<file path="src/rtl/dcache_write_buffer.sv">
// Store write buffer between commit and the dcache: circular FIFO with
// tail-entry merging, a zero-latency head issue port and a load-ordering probe.
module dcache_write_buffer #(
  parameter int unsigned WB_ENTRIES = 4,
  parameter int unsigned PA_WIDTH   = 34
) (
  input  logic                          CLK,
  input  logic                          RST,
  input  logic                          enq_valid,
  input  logic [PA_WIDTH-1:0]           enq_PA,
  input  logic [31:0]                   enq_data,
  input  logic [3:0]                    enq_byte_mask,
  output logic                          enq_ready,
  output logic                          dcache_req_valid,
  output logic                          dcache_req_bank,
  output logic [PA_WIDTH-1:0]           dcache_req_PA,
  output logic [31:0]                   dcache_req_data,
  output logic [3:0]                    dcache_req_byte_mask,
  input  logic                          dcache_req_ready,
  input  logic [PA_WIDTH-1:0]           check_PA,
  output logic                          check_conflict,
  output logic                          empty,
  output logic [$clog2(WB_ENTRIES):0]   count
);

  localparam int unsigned AW = $clog2(WB_ENTRIES);
  localparam int unsigned CW = AW + 1;
  localparam int unsigned WW = PA_WIDTH - 2;

  // Pointers carry the wrap bit in their MSB.
  logic [CW-1:0]         head_q, tail_q;
  logic [AW-1:0]         head_idx, tail_idx, last_idx;
  logic [WB_ENTRIES-1:0] valid_q;
  logic [WW-1:0]         word_q [WB_ENTRIES];
  logic [31:0]           data_q [WB_ENTRIES];
  logic [3:0]            mask_q [WB_ENTRIES];

  logic          full, merge_c, deq, enq_fire, do_alloc, do_merge;
  logic [WW-1:0] enq_word, check_word;
  logic          unused_pa_lsbs;

  assign unused_pa_lsbs = ^{enq_PA[1:0], check_PA[1:0]};

  assign head_idx   = head_q[AW-1:0];
  assign tail_idx   = tail_q[AW-1:0];
  assign last_idx   = tail_idx - AW'(1);
  assign enq_word   = enq_PA[PA_WIDTH-1:2];
  assign check_word = check_PA[PA_WIDTH-1:2];

  assign empty = (head_q == tail_q);
  assign full  = (head_idx == tail_idx) && (head_q[AW] != tail_q[AW]);
  assign count = tail_q - head_q;

  // With two or more entries the newest one is never the (possibly in-flight) head.
  assign merge_c   = (count >= CW'(2)) && (word_q[last_idx] == enq_word);
  assign enq_ready = !full || merge_c;

  assign enq_fire = enq_valid && enq_ready;
  assign do_merge = enq_fire && merge_c;
  assign do_alloc = enq_fire && !merge_c;
  assign deq      = !empty && dcache_req_ready;

  assign dcache_req_valid     = !empty;
  assign dcache_req_PA        = {word_q[head_idx], 2'b00};
  assign dcache_req_bank      = word_q[head_idx][3];
  assign dcache_req_data      = data_q[head_idx];
  assign dcache_req_byte_mask = mask_q[head_idx];

  // Head entry stays visible to the probe during its dequeue cycle.
  always_comb begin
    check_conflict = 1'b0;
    for (int i = 0; i < int'(WB_ENTRIES); i++) begin
      if (valid_q[i] && (word_q[i] == check_word) && (|mask_q[i])) begin
        check_conflict = 1'b1;
      end
    end
  end

  always_ff @(posedge CLK or posedge RST) begin
    if (RST) begin
      head_q  <= '0;
      tail_q  <= '0;
      valid_q <= '0;
    end else begin
      if (deq) begin
        head_q            <= head_q + CW'(1);
        valid_q[head_idx] <= 1'b0;
      end
      if (do_alloc) begin
        tail_q            <= tail_q + CW'(1);
        valid_q[tail_idx] <= 1'b1;
      end
    end
  end

  // Entry payload needs no reset; valid bits and pointers gate its use.
  always_ff @(posedge CLK) begin
    if (do_alloc) begin
      word_q[tail_idx] <= enq_word;
      data_q[tail_idx] <= enq_data;
      mask_q[tail_idx] <= enq_byte_mask;
    end else if (do_merge) begin
      for (int b = 0; b < 4; b++) begin
        if (enq_byte_mask[b]) begin
          data_q[last_idx][8*b +: 8] <= enq_data[8*b +: 8];
        end
      end
      mask_q[last_idx] <= mask_q[last_idx] | enq_byte_mask;
    end
  end

endmodule

</file>
<file path="config.mk">
export PLATFORM = sky130hd
export DESIGN_NAME = dcache_write_buffer
export DESIGN_NICKNAME = d
export VERILOG_FILES = /design/src/rtl/dcache_write_buffer.sv
export SDC_FILE = /design/constraint.sdc
export NUM_CORES = 1
export LEC_CHECK = 0
export CAP_MARGIN = 15
export CORE_MARGIN = 8
export CORE_UTILIZATION = 30
export CTS_CLUSTER_SIZE = 20
export DETAILED_ROUTE_END_ITERATION = 6
export SLEW_MARGIN = 20
export SYNTH_ARGS = -nofsm -noshare
export SYNTH_HDL_FRONTEND = slang
export SYNTH_SLANG_ARGS = --single-unit
</file>
<file path="constraint.sdc">
create_clock -name CLK -period 5.45 [get_ports CLK]
set_input_delay 1.09 -clock CLK [delete_from_list [all_inputs] [get_ports CLK]]
set_output_delay 1.09 -clock CLK [all_outputs]
set_load 0.05 [all_outputs]
</file>
### Word level (Yosys, flattened, before mapping)

Memories as Yosys holds them, arrays and structs flattened.
Cells that the tools add are included.

| storage, ports and cells | value |
|---|---|
| bits in latches | 0 |
| memory bits (writable) | 272 |
| bits of input ports | 108 |
| word-level logic and storage cells | 90 |
| register bits after elaboration | 10 |
| memories kept | 3 |
| ROM bits | 0 |

| cells by class | value |
|---|---|
| bitwise logic cells | 4 |
| add/sub/neg operators | 4 |
| magnitude comparators | 5 |
| reduce and logical (&&, ||, !) cells | 26 |
| shift-type cells | 0 |
| multiplexer cells | 37 |
| divide/modulo/power cells | 0 |
| $mul | 0 |
| equal/unequal tests | 8 |

Memories:

| name | depth | bits a word | read ports | clocked after Yosys merged registers in | wr ports | line | RTL |
|---|---|---|---|---|---|---|---|
| data_q | 4 | 32 | 1 | 0 | 1 | 35 | `logic [31:0] data_q [WB_ENTRIES];` |
| word_q | 4 | 32 | 6 | 0 | 1 | 34 | `logic [WW-1:0] word_q [WB_ENTRIES];` |
| mask_q | 4 | 4 | 6 | 0 | 1 | 36 | `logic [3:0] mask_q [WB_ENTRIES];` |

Operators by type and width:

| operator | count |
|---|---|
| $eq 32x32->1 | 5 |
| $mux 32 | 1 |
| $reduce_or 32->1 | 1 |
| $mux 1 | 28 |
| $reduce_or 4->1 | 5 |
| $logic_and 1x1->1 | 16 |
| $mux 4 | 4 |
| $or 4x4->4 | 2 |
| $add 3x1->3 const B | 2 |
| $lt 2x3->1 const B | 2 |
| $and 4x4->4 | 1 |
| $demux 1 s2 | 2 |
| $ge 2x1->1 const B | 2 |
| $mux 2 | 2 |
| $not 4->4 | 1 |
| $eq 3x3->1 | 1 |
| $ge 3x2->1 const B | 1 |
| $logic_not 1->1 | 3 |
| $sub 3x3->3 | 1 |
| $eq 2x2->1 | 1 |
| $sub 2x1->2 const B | 1 |
| $logic_or 1x1->1 | 1 |
| $ne 1x1->1 | 1 |

### Logic depth before layout (Yosys ltp)

Gate-level depths: netlist of run 1.
An unclocked memory read counts as a cell.

| logic depth | value |
|---|---|
| depth in word-level cells | 12 |
| depth in mapped cells | 17 |
| mapped depth without buffers | 10 |

### Worst setup path after synthesis of run 1

No wires, ideal clock.

| timing | value |
|---|---|
| path kind | flip-flop to flip-flop |
| start point | register tail_q[0] |
| end point | memory word_q[3][0] (netlist bit) (enable) |
| setup slack | -0.435 ns |
| arrival | 5.411 ns |
| period minus slack after synthesis | 5.885 ns |
| library setup time | 0.475 ns |
| cell stages (with the launch flop) | 16 |
| data required time | 4.975 ns |
| path buffers | 6 |
| cells stage by stage | dfrtp_1 > buf_6 > buf_2 > inv_1 > buf_1 > ha_1 > buf_6 > buf_2 > mux4_4 > xnor2_1 > nand4_1 > nor4_2 > nand4_1 > nor2_1 > buf_2 > nor3b_1 |

| on the way | value |
|---|---|
| word-level cells in the longest chain between the ends | 9 |

Ends and longest elaborated chain:

| element | line | RTL |
|---|---|---|
| start, declared | 31 | `logic [CW-1:0] head_q, tail_q;` |
| start signal, assigned | 90 | `tail_q <= tail_q + CW'(1);` |
| $sub 2x1->2 * | 46 | `assign last_idx = tail_idx - AW'(1);` |
| named net last_idx[0] | 32 | `logic [AW-1:0] head_idx, tail_idx, last_idx;` |
| $mem_v2 4x32 * | -- |  |
| $eq 32x32->1 * | 55 | `assign merge_c = (count >= CW'(2)) && (word_q[last_idx] == enq_word);` |
| $logic_and 1x1->1 * | 55 |  |
| $logic_or 1x1->1 | 56 | `assign enq_ready = !full \|\| merge_c;` |
| $logic_and 1x1->1 | 58 | `assign enq_fire = enq_valid && enq_ready;` |
| $logic_and 1x1->1 * | 60 | `assign do_alloc = enq_fire && !merge_c;` |
| $mux 1 * | 98 | `if (do_alloc) begin` |
| $mux 1 (not written as such) * | 99 | `word_q[tail_idx] <= enq_word;` |
| end, declared | 34 |  |

Mark *: on every way through the listed nets, which the timed path passes. The rest lies on a longest branch.

### Worst setup path after layout of run 1

| timing | value |
|---|---|
| start point | register tail_q[1] |
| end point | output port enq_ready |

| on the way | value |
|---|---|
| word-level cells in the longest chain between the ends | 5 |

Ends and longest elaborated chain:

| element | line | RTL |
|---|---|---|
| $sub 2x1->2 | 46 |  |
| $mem_v2 4x32 | -- |  |
| $eq 32x32->1 | 55 |  |
| $logic_and 1x1->1 | 55 |  |
| $logic_or 1x1->1 * | 56 |  |
| end, declared | 13 | `output logic enq_ready,` |

Every way passes the cells marked *; elsewhere a longest branch is shown, timed or not.

==> flow_summary.ini, run 1 <==
[run_status]
outcome = complete, no violations

[sta]
hold_violations = 0
fin_crit_sh_pct = 95.0
tns_ps = 0
finalClockSkew_ps = 18.2
rsz0062_at_grt = false
period_needed_ps = 5180
fmax_mhz = 193
tightest_slew_ps = 826
setup_viol = 0
maxSlewHeadroom_pct = 44.9
slew_violations = 0

[global_routing]
grt-ovfl-total = 0
grt_max_degree = 51
grt_pass1_wl_mm = 56.9
grt_usage_pct = 14.3
antenna_found_initial = 2
grt_pass1_vias = 8518

[synth]
synth_compound_area_share_pct = 2.13
synth_area_leader_cell = edfxtp_1
synth_fa_ha_area_share_pct = 1.06
synth_edf_count = 272
synth_top_area_share_pct = 59.9
ys.flop_type = edfxtp_1
ys_top_cells_by_area = edfxtp_1 60%, mux4_2 14%, xnor2_1 7.1%
synthXorXnorAreaFrac_pct = 10.9
synth-simple-area-share_pct = 4.62
synth_most_common_cell = edfxtp_1
synth_warnings = 0
synth_area_per_cell_um2 = 17.3
synth_top_family_by_area = multiplexers
synthArstFlopShare_pct = 3.55
ys_types = 53
yosysSeqAreaShare_pct = 61.8
synth_seq_cells = 282
synthCells = 788
netlist_area_mm2 = 0.0136
synthTopCellsByCount = 272 x edfxtp_1, 110 x xnor2_1, 87 x mux4_2
synthMuxAreaShare_pct = 17.4

[final_layout]
insertedDiodeCount = 0
num-fill-cells = 4198
area_growth_pct = 26.7
final_area_mm2 = 0.0173
fin_cells = 1608
final_nets = 1104
drive_gt1_share_pct = 18.8

[cts]
cts_tree = done
clk_path_buf_depth = 3
cts_buffers = 31
insertion_delay_ps = 570
cts_root_buffer = clkbuf_16
h-tree-depth = 1
cts.clk_slew.worst_paths_ps = 60
clkSinkCount = 282

[die]
ioPinCount = 186
start_util_pct = 30.2
die_h_um = 229
die_w_um = 229
die-area_mm2 = 0.0525
rows = 78
core_area_mm2 = 0.0451

[hold_path]
hold_depth = 1
hp-class = flip-flop to flip-flop
hold_end = valid_q[3]
hold_start = valid_q[3]

[setup_path]
worstPathMaxFanout = 20
crit_arrival_ps = 4090
r2r-start = tail_q[1]
r2r_cells = 13
r2r_setup_slack_ps = 800
worst_setup_path_start_kind = flip-flop
crit_type = flip-flop to output pin
crit_required_ps = 4360
crit_path_end_kind = output pin
rr_endpoint = data_q[1][27]

[drt]
wire_per_inst_um = 23.9
vias_per_cell = 4.91
routed_wl_mm = 38.5
drtPass1Iterations = 4
drc_errors = 0
vias = 7889
ant_nets = 0
drt_iter0_drc = 562

[run]
cap_violations = 0

[place]
port_buffers = 179
dp.cells = 1551
dp_hpwl_mm = 28.2
place_area_mm2 = 0.0162
routabilityCongestion = 0.860

[pwr]
leakagePower_uw = 0.00556
powerDensity_mw_per_mm2 = 636
vdd_drop_max_v = 0.000441
-- placed cells by master (no fill, tap or decap), types with 3 or more instances in the layout --
cell type	n
a21oi_1	3
a22o_1	3
a31o_2	4
and2_1	7
buf_4	33
bufinv_16	3
clkbuf_16	31
clkbuf_8	6
clkdlybuf4s50_1	177
clkinv_1	6
clkinv_2	3
clkinv_4	3
dfrtp_1	7
edfxtp_1	272
ha_1	9
inv_1	9
mux2i_1	22
mux4_1	6
mux4_2	87
nand2_1	12
nand3_1	5
nand4_1	26
nor2_1	6
nor3_1	24
nor4_1	20
o21ai_0	6
o41ai_1	4
xnor2_1	110
xor2_1	60
-- what timing repair did --
item	4_1_cts	5_1_grt
buffers inserted	0	1
gates resized for setup	1	1
endpoints found under the setup margin	1	1
pin swaps	0	1
hold buffers	0	0
-- sequential cells by signal, indices dropped and copies added (netlist names) --
| name | flops |
|---|---|
| data_q | 128 |
| word_q | 128 |
| valid_q | 4 |
| tail_q | 3 |
| mask_q | 16 |
| head_q | 3 |
-- routing by layer --
layer | GRT usage, % | share of wire [%] | up-vias
met4 | 4.44 | 2.8 | 4
li1 | - | - | 3529
met1 | 18.8 | 44 | 4038
met5 | 0 | 0.068 | -
met2 | 23.1 | 47 | 260
met3 | 3.60 | 6.4 | 58
-- power by group --
| group | internal (uW) | leakage [uW] | switching, uW | total (uW) |
|---|---|---|---|---|
| clock network | 1260 | 0.000508 | 836 | 2090 |
| logic | 2220 | 0.00245 | 3380 | 5600 |
| registers | 2960 | 0.00261 | 338 | 3300 |
-- final cells by class --
cell class              count  area [um^2]  area share [%]
clock buffers              39          866            5.01
inverters                   9         33.8           0.196
repair buffers            212         2060            11.9
multi-input cells         449         4960            28.7
clock inverters            17          170           0.986
flip-flops and latches    282         8430            48.8
well taps                 600          751            4.35
-- kinds of logic after synthesis --
group / Yosys count
DFF: 282
xor gates and xnor gates: 170
muxes: 117
and+or+nand+nor: 112
buffers and inverters: 58
AOI/OAI and AO/OA: 37
adders and majority gates: 11
other: 1
-- metrics by stage --
stage / hold WS, ps / setup slack [ps] / total power, uW / utilization (%)
2_1_floorplan: 449 / 580 / 7110 / -
3_3_place_gp: 479 / 436 / 8990 / 36.0
3_5_place_dp: 486 / 414 / 9010 / 36.0
4_1_cts: 496 / 91.5 / 11100 / 38.3
5_1_grt: 523 / 80.6 / 11500 / 38.3
6_report: 499 / 273 / 11000 / 38.3
-- how the worst max path moves through the flow --
stage	from	to	depth (start not counted)
CTS	tail_q[1]	enq_ready	11
global placement	tail_q[1]	data_q[1][29]	11
detailed placement	tail_q[1]	data_q[1][29]	11
finish	tail_q[1]	enq_ready	12
global route	tail_q[1]	enq_ready	12
floorplan	tail_q[0]	enq_ready	13
-- worst max-delay path, stage by stage (launching register included) --
cell     delay [ps]
dfrtp_1         530
inv_1           180
ha_2            560
buf_12          240
mux4_2          520
xnor2_1         200
nand4_1         150
nor2_1          300
nand4_1         120
buf_4           180
nor2_4          190
or2_2           180
buf_12          130
Power figures use the tool's default switching activity.
==> inputs of run 2 (changes only) <==
- CELL_PAD_IN_SITES_DETAIL_PLACEMENT: default -> 1
- CELL_PAD_IN_SITES_GLOBAL_PLACEMENT: default -> 2
- PLACE_DENSITY_LB_ADDON: default -> 0.1
==> flow_summary.ini, run 2 (synthesized netlist as in run 1, its figures left out) <==
[die]
core_area_mm2 = 0.0451
die_w_um = 229
start_util_pct = 30.2
ioPinCount = 186
die_h_um = 229
rows = 78
die-area_mm2 = 0.0525

[cts]
clkSinkCount = 282
cts_tree = done
cts.clk_slew.worst_paths_ps = 50
insertion_delay_ps = 550
post-cts-setup-buffers = 0
cts_root_buffer = clkbuf_16
h-tree-depth = 2
ctsResizeCount = 0
holdBufCountCts = 0
cts_buffers = 36
clk_path_buf_depth = 3

[place]
dp_hpwl_mm = 31.7
routabilityCongestion = 0.797
pre_cts_ws_ps = 730
port_buffers = 179

[final_layout]
reg_top3 = data_q: 128 flops, word_q: 128 flops, mask_q: 16 flops
area_growth_pct = 27.6
drive_gt1_share_pct = 19.3
final_cell_mix = 272 x edfxtp_1, 177 x clkdlybuf4s50_1, 110 x xnor2_1
layout.cells.most_common = edfxtp_1
final_nets = 1115
insertedDiodeCount = 0

[pwr]
power_frac_comb_pct = 50.7
seqPwrFrac_pct = 29.0
internal-power_uw = 6560
pwr-share-clk_pct = 20.2
switching_share_pct = 41.8
powerDensity_mw_per_mm2 = 649
vdd_drop_max_v = 0.000446
leakagePower_uw = 0.00562
power.switching_uw = 4720

[drt]
routed_wl_mm = 43.4
vias = 7985
top_layer_used = met5
wl_met3_mm = 2.22
drtPass1Iterations = 6
vias_per_cell = 4.92
drc_errors = 0
wl_met1_mm = 19.5
wire_per_inst_um = 26.7
drt_iter0_drc = 485
met2_wirelength_mm = 21.1
ant_nets = 0

[setup_path]
worst_setup_path_start_kind = flip-flop
worstPathMaxFanout = 10
crit_family = simple AND/OR/NAND/NOR gates
crit_type = flip-flop to output pin
crit_required_ps = 4360
crit_path_top_delay_cell = ha_2
crit_path_end_kind = output pin
critPathBufInv = 3
worst_path_most_repeated_cell = nand4_1
path_cells = inv_1 -> ha_2 -> buf_4 -> mux4_1 -> xnor2_1 -> nand4_1 -> nor4_1 -> nand4_1 -> nor2_1 -> or2_2 -> buf_12
crit_arrival_ps = 3900
slowest_delay_ps = 540

[global_routing]
grt-ovfl-total = 0
grt_pass1_wl_mm = 63.6
grt_usage_pct = 16.5
grt_max_degree = 37
antenna_found_initial = 1
grt_pass1_vias = 8919

[sta]
hold_violations = 0
finalClockSkew_ps = 18.8
period_needed_ps = 4990
setup_viol = 0
fin_crit_sh_pct = 91.5
rsz0062_at_grt = false
fin_ws_ps = 464
fmax_mhz = 201
slew_violations = 0
tns_ps = 0
tightest_slew_ps = 894
maxSlewHeadroom_pct = 40.4

[hold_path]
hp-class = flip-flop to flip-flop

[run]
cap_violations = 0

[run_status]
outcome = complete, no violations
## run 2: power by group through the flow
stage	sequential, uW	clock, uW	combinational, uW
floorplan	3170	0	3940
global placement	3310	0	5840
detailed placement	3330	0	5830
CTS	3280	2360	5870
global route	3330	2430	6080
finish	3280	2280	5730
## run 2: worst register-to-register path: cells and delay by family, from the launching register on
family        cells  cell delay, ps
buf+inv           3            1190
mux               1             580
simple gates      5            1690
xor+xnor          1             360
flops             1             440
## run 2: final timing paths
check,startpoint,end,slack (ps),depth (start not counted)
setup / recovery,tail_q[0],enq_ready,460,11
hold / removal,tail_q[2],tail_q[2],490,1
setup reg to reg,tail_q[0],word_q[0][4],860,10
hold reg to reg,tail_q[2],tail_q[2],490,1
max in group asynchronous,RST,head_q[0],4270,2
min in group asynchronous,RST,tail_q[1],850,2
## run 2: cell type report
class | instances | area (um^2)
sequential | 282 | 8430
tap | 600 | 751
fill | 4544 | 27700
clock buffer | 50 | 985
clock inverter | 16 | 135
multi-input combinational | 449 | 4960
timing repair buffer | 218 | 2100
inverter | 9 | 33.8
## run 2: stage by stage
stage / util (%) / std cells / total power, uW / cell area (um^2) / hold WS, ps
floorplan: - / 789 / 7110 / 13600 / 449
global placement: 36.1 / 1558 / 9160 / 16300 / 477
detailed placement: 36.1 / 1558 / 9160 / 16300 / 481
CTS: 38.6 / 1624 / 11500 / 17400 / 492
global route: 38.6 / 1624 / 11800 / 17400 / 509
finish: 38.6 / 1624 / 11300 / 17400 / 490
## run 2: per-layer routing
metal / track usage [%] / up-vias
met5: 0 / -
met3: 4.00 / 48
li1: - / 3566
met4: 3.49 / 2
met2: 27.1 / 193
met1: 21.8 / 4176
==> inputs of run 3 (changes only) <==
- GPL_TIMING_DRIVEN: default -> 0
==> flow_summary.ini, run 3 (synthesized netlist as in run 1, its figures left out) <==
[run_status]
outcome = complete, no violations

[cts]
cts_root_buffer = clkbuf_16
clk_path_buf_depth = 3
cts.clk_slew.worst_paths_ps = 50
insertion_delay_ps = 550
cts_tree = done
clkSinkCount = 282
h-tree-depth = 2
cts_buffers = 35

[pwr]
switching_share_pct = 43.1
powerDensity_mw_per_mm2 = 658
power_frac_comb_pct = 53.2
power.switching_uw = 4940
internal-power_uw = 6520
pwr-share-clk_pct = 18.6
leakagePower_uw = 0.00563
vdd_drop_max_v = 0.000512
seqPwrFrac_pct = 28.2

[drt]
wire_per_inst_um = 28.4
drtPass1Iterations = 5
routed_wl_mm = 46.1
ant_nets = 0
drc_errors = 0
vias_per_cell = 4.99
drt_iter0_drc = 593
vias = 8110

[place]
dp_hpwl_mm = 33.8
dp.cells = 1562
routabilityCongestion = 0.810
port_buffers = 165
pre_cts_ws_ps = -1160

[hold_path]
hp-class = flip-flop to flip-flop

[sta]
fin_crit_sh_pct = 98.5
rsz0062_at_grt = true
period_needed_ps = 5370
hold_violations = 0
tightest_slew_ps = 1060
slew_violations = 0
finalClockSkew_ps = 18.2
fmax_mhz = 186
tns_ps = 0
maxSlewHeadroom_pct = 29.1
fin_ws_ps = 82.9
setup_viol = 0

[setup_path]
startpoint = tail_q[0]
r2r_cells = 18
crit_path_end_kind = output pin
worst_path_most_repeated_cell = buf_12
crit_type = flip-flop to output pin
critPathBufInv = 9
worstPathMaxFanout = 12
crit_required_ps = 4360
crit_path_top_delay_cell = dfrtp_1
endpoint = enq_ready
crit_family = buffers and inverters
slowest_delay_ps = 390
crit_arrival_ps = 4280
r2r_setup_slack_ps = 270
path_cells = buf_12 -> buf_12 -> inv_1 -> buf_4 -> ha_1 -> buf_8 -> buf_12 -> buf_12 -> mux4_2 -> xor2_1 -> nor4_4 -> nand4_1 -> nor2_2 -> buf_6 -> or2_2 -> buf_6
crit_cells = 16
worst_setup_path_start_kind = flip-flop
r2r-start = tail_q[0]
rr_endpoint = data_q[2][20]

[die]
die-area_mm2 = 0.0525
start_util_pct = 30.2
core_area_mm2 = 0.0451
rows = 78
die_h_um = 229
ioPinCount = 186
die_w_um = 229

[final_layout]
area_growth_pct = 27.8
num-fill-cells = 4535
final_cell_mix = 272 x edfxtp_1, 163 x clkdlybuf4s50_1, 107 x xnor2_1
fin_cells = 1624
final_nets = 1121
reg_top3 = data_q: 128 flops, word_q: 128 flops, mask_q: 16 flops
insertedDiodeCount = 0
drive_gt1_share_pct = 20.7
layout.cells.most_common = edfxtp_1

[global_routing]
grt_pass1_vias = 8884
grt-ovfl-total = 0
grt_usage_pct = 17.4
grt_pass1_wl_mm = 66.3
antenna_found_initial = 0
grt_max_degree = 33

[run]
cap_violations = 0
==> run 3: cell types whose count changed in the layout (fill, tap and decap cells not counted), sizes merged <==
cell / delta
dlymetal6s2s: +1
buf: -7
clkdlybuf4s50: -14
clkbuf: +21
bufinv: -2
clkinv: +2
inv: -1
==> run 3: layer usage <==
| layer | part of all wire, % | vias up | global-route usage (%) |
|---|---|---|---|
| met5 | 0 | - | 0 |
| li1 | - | 3558 | - |
| met2 | 48 | 222 | 28.2 |
| met3 | 5.3 | 52 | 4.20 |
| met4 | 2.2 | 0 | 4.14 |
| met1 | 44 | 4278 | 23.3 |
==> run 3: worst min path at each step <==
stage	startpoint	end	slack, ps	depth (start not counted)
floorplan	valid_q[3]	valid_q[3]	450	1
global placement	tail_q[2]	tail_q[2]	480	1
detailed placement	tail_q[2]	tail_q[2]	490	1
CTS	tail_q[2]	tail_q[2]	490	1
global route	tail_q[2]	tail_q[2]	520	1
finish	tail_q[2]	tail_q[2]	490	1
==> run 3: power by group through the flow <==
stage	clock [uW]	sequential (uW)	combinational [uW]
2_1_floorplan	0	3170	3940
3_3_place_gp	0	3290	5970
3_5_place_dp	0	3270	6030
4_1_cts	2190	3230	6220
5_1_grt	2280	3280	6450
6_report	2130	3230	6100
==> run 3: repair_timing <==
| item | in CTS | in global routing |
|---|---|---|
| gates resized for setup | 36 | 4 |
| pin swaps | 5 | 2 |
| setup buffers | 2 | 1 |
| gates cloned | 0 | 0 |
| setup endpoints to repair | 148 | 2 |
| hold buffers | 0 | 0 |
| endpoints found under the hold margin | 0 | 0 |
==> run 3: area by class of cell <==
type / instances / area (um^2) / share of cell area (%)
flip-flops and latches: 282 / 8420 / 48.3
multi-input cells: 449 / 5100 / 29.3
repair buffers: 176 / 1760 / 10.1
clock buffers: 44 / 941 / 5.40
well taps: 600 / 751 / 4.31
plain buffers: 49 / 328 / 1.88
clock inverters: 15 / 88.8 / 0.510
inverters: 9 / 33.8 / 0.194
==> run 3: through the flow <==
stage | hold WS [ps] | total power, uW | util (%) | cell area (um^2)
floorplan | 449 | 7110 | - | 13600
global placement | 476 | 9260 | 35.6 | 16000
detailed placement | 486 | 9310 | 36.0 | 16200
CTS | 494 | 11600 | 38.6 | 17400
global route | 515 | 12000 | 38.6 | 17400
finish | 491 | 11500 | 38.6 | 17400
